### src/rtl/FIFO_Shared_pkg.sv
// FIFO_Shared_pkg: default widths and FSM state encoding shared by the FIFO write arbiter.
package FIFO_Shared_pkg;
  localparam int FIFO_WIDTH = 16;
  localparam int NUM_REQ = 4;
  typedef enum logic [1:0] {IDLE, ISSUE, CHECK, BACKOFF} state_t;
endpackage

### src/rtl/rr_arbiter.sv
// rr_arbiter: combinational round-robin picker, search starts at ptr and wraps.
module rr_arbiter #(
  parameter int N = 4,
  localparam int IW = $clog2(N)
) (
  input  logic [N-1:0]  req,
  input  logic [IW-1:0] ptr,
  output logic [N-1:0]  gnt,
  output logic [IW-1:0] idx
);
  always_comb begin
    gnt = '0;
    idx = '0;
    // Walk from the farthest offset down so the requester nearest ptr wins last.
    for (int k = N - 1; k >= 0; k--)
      if (req[(int'(ptr) + k) % N]) begin
        gnt = N'(1) << ((int'(ptr) + k) % N);
        idx = IW'((int'(ptr) + k) % N);
      end
  end
endmodule

### src/rtl/fifo_wr_arbiter.sv
// fifo_wr_arbiter: round-robin merge of NUM_REQ producers onto one FIFO write port,
// holding each accepted word until the FIFO acknowledges it and retrying on overflow.
module fifo_wr_arbiter #(
  parameter int FIFO_WIDTH = FIFO_Shared_pkg::FIFO_WIDTH,
  parameter int NUM_REQ = FIFO_Shared_pkg::NUM_REQ,
  localparam int IW = $clog2(NUM_REQ)
) (
  input  logic                          clk,
  input  logic                          rst,
  input  logic [NUM_REQ-1:0]            req_valid,
  input  logic [NUM_REQ*FIFO_WIDTH-1:0] req_data,
  output logic [NUM_REQ-1:0]            req_ready,
  output logic [FIFO_WIDTH-1:0]         fifo_data_in,
  output logic                          fifo_wr_en,
  input  logic                          fifo_full,
  input  logic                          fifo_wr_ack,
  input  logic                          fifo_overflow,
  output logic [IW-1:0]                 grant_id,
  output logic                          busy,
  output logic [7:0]                    retry_cnt
);
  import FIFO_Shared_pkg::*;
  state_t state, state_nxt;
  logic [FIFO_WIDTH-1:0] hold;
  logic [IW-1:0] ptr, win;
  logic [NUM_REQ-1:0] gnt;
  logic accept;
  rr_arbiter #(.N(NUM_REQ)) u_rr (.req(req_valid), .ptr(ptr), .gnt(gnt), .idx(win));
  // Ready is masked during reset so no producer sees a handshake that gets discarded.
  assign accept = state == IDLE && !fifo_full && |req_valid && !rst;
  assign req_ready = accept ? gnt : '0;
  assign fifo_wr_en = state == ISSUE;
  assign fifo_data_in = hold;
  assign busy = state != IDLE;
  always_comb begin
    state_nxt = state;
    unique case (state)
      IDLE:    state_nxt = accept ? ISSUE : IDLE;
      ISSUE:   state_nxt = CHECK;
      CHECK:   state_nxt = fifo_wr_ack ? IDLE : BACKOFF;
      BACKOFF: state_nxt = fifo_full ? BACKOFF : ISSUE;
    endcase
  end
  always_ff @(posedge clk or posedge rst)
    if (rst) begin
      state <= IDLE;
      hold <= '0;
      ptr <= '0;
      grant_id <= '0;
      retry_cnt <= '0;
    end else begin
      state <= state_nxt;
      if (accept) begin
        hold <= req_data[win*FIFO_WIDTH +: FIFO_WIDTH];
        grant_id <= win;
        ptr <= win == IW'(NUM_REQ - 1) ? '0 : win + 1'b1;
      end
      // A missing ack counts as a failed write, overflow flag or not.
      if (state == CHECK && !fifo_wr_ack && retry_cnt != 8'hFF)
        retry_cnt <= retry_cnt + 1'b1;
    end
endmodule

### config.mk
export PLATFORM = sky130hd
export DESIGN_NAME = fifo_wr_arbiter
export DESIGN_NICKNAME = d
export VERILOG_FILES = /design/src/rtl/FIFO_Shared_pkg.sv /design/src/rtl/rr_arbiter.sv /design/src/rtl/fifo_wr_arbiter.sv
export SDC_FILE = /design/constraint.sdc
export NUM_CORES = 1
export LEC_CHECK = 0
export ABC_AREA = 1
export BUFFER_PORTS_ARGS = -buffer_cell sky130_fd_sc_hd__buf_2
export CORE_UTILIZATION = 48
export DETAILED_ROUTE_END_ITERATION = 12
export PLACE_DENSITY = 0.81
export SETUP_SLACK_MARGIN = 0.4
export SYNTH_ARGS = -nofsm -noshare
export SYNTH_HDL_FRONTEND = slang
export SYNTH_SLANG_ARGS = --single-unit
### constraint.sdc
create_clock -name clk -period 2.6 [get_ports clk]
set_clock_uncertainty 0.2 [all_clocks]
set_input_delay 0.26 -clock clk [delete_from_list [all_inputs] [get_ports clk]]
set_output_delay 0.26 -clock clk [all_outputs]
set_load 0.01 [all_outputs]
==> results.toml, run 1 <==
[clock_network]
insertion_delay_ns = 0.29
htreeDepth = 2
clockBufferDepth = 2
cts_buffers = 5
clkSinkCount = 30
clockRootBuffer = "clkbuf_8"
cts_tree = "yes"
clkTransAtPathRegs_ns = 0.06

[setup_path]
required_ns = 2.14
setup.worst_path.end_class = "output pin"
rr_worst_depth = 15
critPathBufInv = 4
worst_ep_arrival_time_ns = 1.81
crit_chain = "inv_8 -> ha_4 -> inv_4 -> nand3_4 -> nand2_4 -> inv_6 -> o211ai_1 -> a21oi_1 -> nor2_1 -> buf_2"
crit_family = "flip-flops"
cpMaxStageDelayCell = "dfrtp_2"
path_depth = 10
cp_max_fo = 7
reg2reg_slack_ns = 0.41
start_kind = "flop"
max_stage_delay_ns = 0.45
worstSetupPathType = "flop to output pin"

[placement]
io_buffers = 103
place.gp.congestion = 0.820
dpl.hpwl_um = 4370
placed_cells = 513

[detailed_routing]
ant_nets = 0
drc_errors = 0
drtIter0Drc = 144
vias = 2647
wire_per_inst_um = 12.2
wirelength_um = 6550
drt_pass1_iterations = 6
via_per_inst = 4.95

[logic_synthesis]
synth_warnings = 0
synth_seq_area_share_pct = 31.2
synth_edf_count = 0
synth_seq_cells = 30
synth_common_cells = "nand2_1, inv_1, nand3_1"
ys_top_cells_by_area = "dfrtp_1, nand2_1, inv_1"
yosysUniqueCellTypes = 29
yosysTopAreaCell = "dfrtp_1"
async_flop_share_pct = 100
synth_nets = 431
ys.flop_type = "dfrtp_1"
syn_avg_cell_area_um2 = 6.90
synth_area_um2 = 2410
yosysMostFrequentCell = "nand2_1"
yosys.area.top_type_share_pct = 31.2
synth_cells = 349

[finish]
drive_gt1_share_pct = 35.7
syn_to_final_growth_pct = 37.4
finalNonFillerCells = 535
antennaDiodeCount = 0
multi_input_area_um2 = 1420
nets = 550
seqCellArea_um2 = 753
nFillCells = 404

[power]
p_per_area_nw_per_um2 = 1390
seq_power_share_pct = 18.8
combPwrFrac_pct = 73.4
clkPwrFrac_pct = 7.8
leakage_nw = 1.91
netSwitchingFraction_pct = 52.7
irDropWorstVdd_uv = 652
p_int_w = 0.00217
p_sw_w = 0.00242

[sta]
slew_violations = 0
fin_crit_ns = 2.27
fmax_mhz = 441
setup_viol = 0
tns_ns = 0
post-route-period-util_pct = 87.1
hold_violations = 0
worstMarginPinSlew_ns = 0.419
grt_setup_unrepaired = "true"
max_slew_margin_pct = 71.8

[floorplan]
dieArea_um2 = 5300
die_y_um = 72.8
core_um2 = 4790
die_w_um = 72.8
num_io_pins = 105
rows = 25
start_util_pct = 50.3

[grt]
overflow = 0
antenna_found_initial = 0
grt.total_usage_pct = 24.8
grt_pass1_wl_um = 10300
grt_max_degree = 48
first_global_vias = 2399

[worst_hold_path]
hold_path_class = "primary input to flop"
hold_path_depth = 3

[flow_run]
cap_violations = 0

[outcome]
outcome = "finished, final reports clean"
## metal layers
metal	track usage, %	vias to the layer above	wire, um
met5	0	-	0
met4	9.37	0	90
met3	4.70	11	318
met2	43.6	88	3300
met1	30.1	1208	2840
li1	-	1340	-
## worst register-to-register path, delay by kind of cell, from the launching register on
family	cells	cell delay [ns]
buffers and inverters	4	0.39
AND/OR/NAND/NOR	10	0.80
flip-flops	1	0.46
adder cells (fa/ha/maj)	1	0.21
## power by group through the flow
| stage | clock, W | combinational [W] | sequential [W] |
|---|---|---|---|
| floorplan | 0 | 0.00214 | 0.000915 |
| global placement | 0 | 0.00262 | 0.000863 |
| detailed placement | 0 | 0.00269 | 0.000861 |
| CTS | 0.000353 | 0.00298 | 0.000856 |
| global route | 0.000376 | 0.00370 | 0.000885 |
| finish | 0.000355 | 0.00337 | 0.000864 |
## cell usage in the layout, fill, tap and decap left out, types with 2 or more instances in the layout
master    instances
nand2_1          95
nor3_1            4
buf_4            14
nand3_2           8
nand2_8           3
a21oi_1           5
nand3b_1         10
xnor2_1           2
nand2_4           5
dfrtp_2           2
o21ai_0           7
o211ai_1         19
buf_6             2
inv_1            59
nor2_1           12
xor2_1            5
clkbuf_8          5
nand2_2           8
dfrtp_1          28
buf_12            2
ha_1              8
buf_2           103
nand3_1          42
clkinv_2          2
inv_4             4
## logic make-up after synthesis
logic type / synth area share (%)
flip-flops: 31.2
AO/OA/AOI/OAI: 9.10
buffers and inverters: 14.8
adder cells (fa/ha/maj): 4.68
AND/OR/NAND/NOR: 37.7
XOR/XNOR: 2.55
## path summary, 6_finish.rpt
path / startpoint / to
min in group asynchronous: rst / retry_cnt[1]$_DFFE_PP0P_
hold reg to reg: fifo_data_in[7]$_DFFE_PP0P_ / fifo_data_in[7]$_DFFE_PP0P_
max in group asynchronous: rst / ptr[1]$_DFFE_PP0P_
setup / recovery: ptr[0]$_DFFE_PP0P_ / req_ready[1]
setup reg to reg: ptr[0]$_DFFE_PP0P_ / fifo_data_in[12]$_DFFE_PP0P_
hold / removal: req_data[45] / fifo_data_in[13]$_DFFE_PP0P_
## registers in the layout, summed over array words and instances (netlist names)
signal,cells
ptr,2
state,2
grant_id,2
fifo_data_in,16
retry_cnt,8
## area by class of cell
class | instances | share of cell area (%)
Multi-Input combinational cell | 242 | 42.9
Sequential cell | 30 | 22.8
Timing Repair Buffer | 122 | 21.0
Inverter | 67 | 8.40
Tap cell | 67 | 2.53
Clock buffer | 5 | 2.08
Clock inverter | 2 | 0.303
## stage by stage
stage / utilization [%] / area [um^2] / setup slack (ns) / hold slack (ns) / power, W
floorplan: - / 2420 / 0.375 / 0.159 / 0.00306
global placement: 62.1 / 2970 / 0.180 / 0.186 / 0.00348
finish: 69.1 / 3310 / 0.335 / 0.0294 / 0.00459
detailed placement: 62.1 / 2970 / 0.0982 / 0.190 / 0.00356
CTS: 67.0 / 3210 / 0.365 / 0.0341 / 0.00419
global route: 69.1 / 3310 / 0.247 / 0.0408 / 0.00496
## repair_timing
action                                  4_1_cts  5_1_grt
gates cloned                                  0        2
resized for setup                            16       14
setup buffers                                11        1
pin swaps                                     8        8
endpoints found under the setup margin       24       24
hold buffers                                  1        0
hold endpoints to repair                     30        0
Power figures use the tool's default switching activity.
==> run 2: changes to the inputs <==
Settings changed: BUFFER_PORTS_ARGS -buffer_cell sky130_fd_sc_hd__buf_2 to -buffer_cell sky130_fd_sc_hd__buf_4, CAP_MARGIN set to 20.
==> results.toml, run 2 (synthesis results as in run 1) <==
[outcome]
outcome = "finished, final reports clean"

[floorplan]
rows = 25
core_um2 = 4790
start_util_pct = 50.3
num_io_pins = 105
dieArea_um2 = 5300
die_w_um = 72.8
die_y_um = 72.8

[grt]
grt.total_usage_pct = 26.7
first_global_vias = 2575
grt_max_degree = 31
antenna_found_initial = 0
grt_pass1_wl_um = 11000
overflow = 0

[clock_network]
cts_tree = "yes"
cts_buffers = 5
clkTransAtPathRegs_ns = 0.07
htreeDepth = 2
insertion_delay_ns = 0.28
clockRootBuffer = "clkbuf_8"
clkSinkCount = 30
clockBufferDepth = 2

[placement]
io_buffers = 103
dpl.hpwl_um = 4690
placed_area_um2 = 3270
place.gp.congestion = 0.818

[finish]
final_common_cell = "buf_4"
final_area_um2 = 3710
antennaDiodeCount = 0
largest_register_ff_count = 16
syn_to_final_growth_pct = 54.3
nets = 556
layout_common_cells = "buf_4, nand2_1, inv_1"
drive_gt1_share_pct = 36.9

[worst_hold_path]
hold_path_depth = 3
hold_path_class = "primary input to flop"

[setup_path]
rr_worst_depth = 15
path_depth = 10
cpMaxStageDelayCell = "dfrtp_2"
critPathBufInv = 4
start_kind = "flop"
cp_max_fo = 7
crit_chain = "inv_8 -> ha_4 -> inv_4 -> nand3_4 -> nand2_4 -> inv_6 -> o211ai_1 -> a21oi_1 -> nor2_1 -> buf_4"
setup.worst_path.end_class = "output pin"
worst_ep_arrival_time_ns = 1.82
max_stage_delay_ns = 0.43
crit_family = "flip-flops"
worstSetupPathType = "flop to output pin"
required_ns = 2.14

[power]
leakage_nw = 2.05
finalPower_w = 0.00537
irDropWorstVdd_uv = 837
p_per_area_nw_per_um2 = 1450

[detailed_routing]
drt_pass1_iterations = 4
wire_per_inst_um = 14.0
vias = 2820
drtIter0Drc = 188
wirelength_um = 7580
via_per_inst = 5.21
drc_errors = 0
ant_nets = 0

[sta]
hold_violations = 0
tns_ns = 0
fmax_mhz = 438
grt_setup_unrepaired = "true"
slew_violations = 0
fin_crit_ns = 2.28
post-route-period-util_pct = 87.7
worstMarginPinSlew_ns = 0.425
setup_viol = 0
max_slew_margin_pct = 71.4

[flow_run]
cap_violations = 0
## run 2: cell count changes in the layout (fill, tap and decap cells not counted), moves of 2 or more
cell      previous run  this run
buf_4               14       119
nand2_4              5         7
buf_2              103         0
buf_6                2         4
buf_12               2         4
clkinv_2             2         0
## run 2: metal layers
layer  GRT usage (%)  wire length (um)
met1            31.0              2980
met2            48.4              3880
met3            5.66               473
met4            9.59               235
met5               0                 0
## run 2: worst paths after layout
path                       slack (ns)                      endpoint                          from
min in group asynchronous        0.46   fifo_data_in[5]$_DFFE_PP0P_                           rst
max in group asynchronous        1.42            ptr[0]$_DFFE_PP0P_                           rst
hold / removal                   0.03   fifo_data_in[3]$_DFFE_PP0P_                   req_data[3]
setup reg to reg                 0.33   fifo_data_in[2]$_DFFE_PP0P_            ptr[0]$_DFFE_PP0P_
hold reg to reg                  0.29  fifo_data_in[10]$_DFFE_PP0P_  fifo_data_in[10]$_DFFE_PP0P_
setup / recovery                 0.32                  req_ready[3]            ptr[0]$_DFFE_PP0P_
## run 2: area by class of cell
class                   instances  area [um^2]
flip-flops and latches         30          752
fillers                       362         1070
multi-input cells             241         1430
inverters                      67          280
well taps                      67         83.8
repair buffers                129         1050
clock inverters                 1         30.0
clock buffers                   6         82.6
## run 2: stage by stage
stage	hold slack (ns)	util (%)	setup slack, ns	cells
final	0.0312	77.6	0.319	541
after global placement	0.202	68.2	0.326	516
after CTS	0.0251	73.1	0.393	531
after detailed placement	0.213	68.2	0.258	516
after floorplan	0.159	-	0.375	349
after global routing	0.0407	77.6	0.243	541
## run 2: worst register-to-register path: stages, from the launching register on
cell and delay, ns:
dfrtp_2 0.43, inv_8 0.05, ha_4 0.29, inv_4 0.05
nand3_4 0.08, nand2_4 0.08, buf_4 0.14, nand2_1 0.10
nand2_4 0.08, nand2_8 0.10, buf_12 0.15, nand3_1 0.11
nand3_1 0.12, nand2_1 0.07, nand2_1 0.05, nand2_1 0.04
## run 2: where the power goes
| part | switching, W | internal, W | total, W | leakage [nW] |
|---|---|---|---|---|
| Clock | 0.000183 | 0.000306 | 0.000489 | 0.0573 |
| Combinational | 0.00225 | 0.00177 | 0.00402 | 1.63 |
| Sequential | 0.000187 | 0.000678 | 0.000865 | 0.368 |
| Total | 0.00262 | 0.00276 | 0.00537 | 2.05 |
## run 2: timing repair
item                                   4_1_cts  5_1_grt
pin swaps                                    5       18
hold buffers                                 1        0
cloned                                       0        3
resized for setup                           13       24
endpoints found under the hold margin       30        0
buffers inserted                             7        7
setup endpoints to repair                   18       21
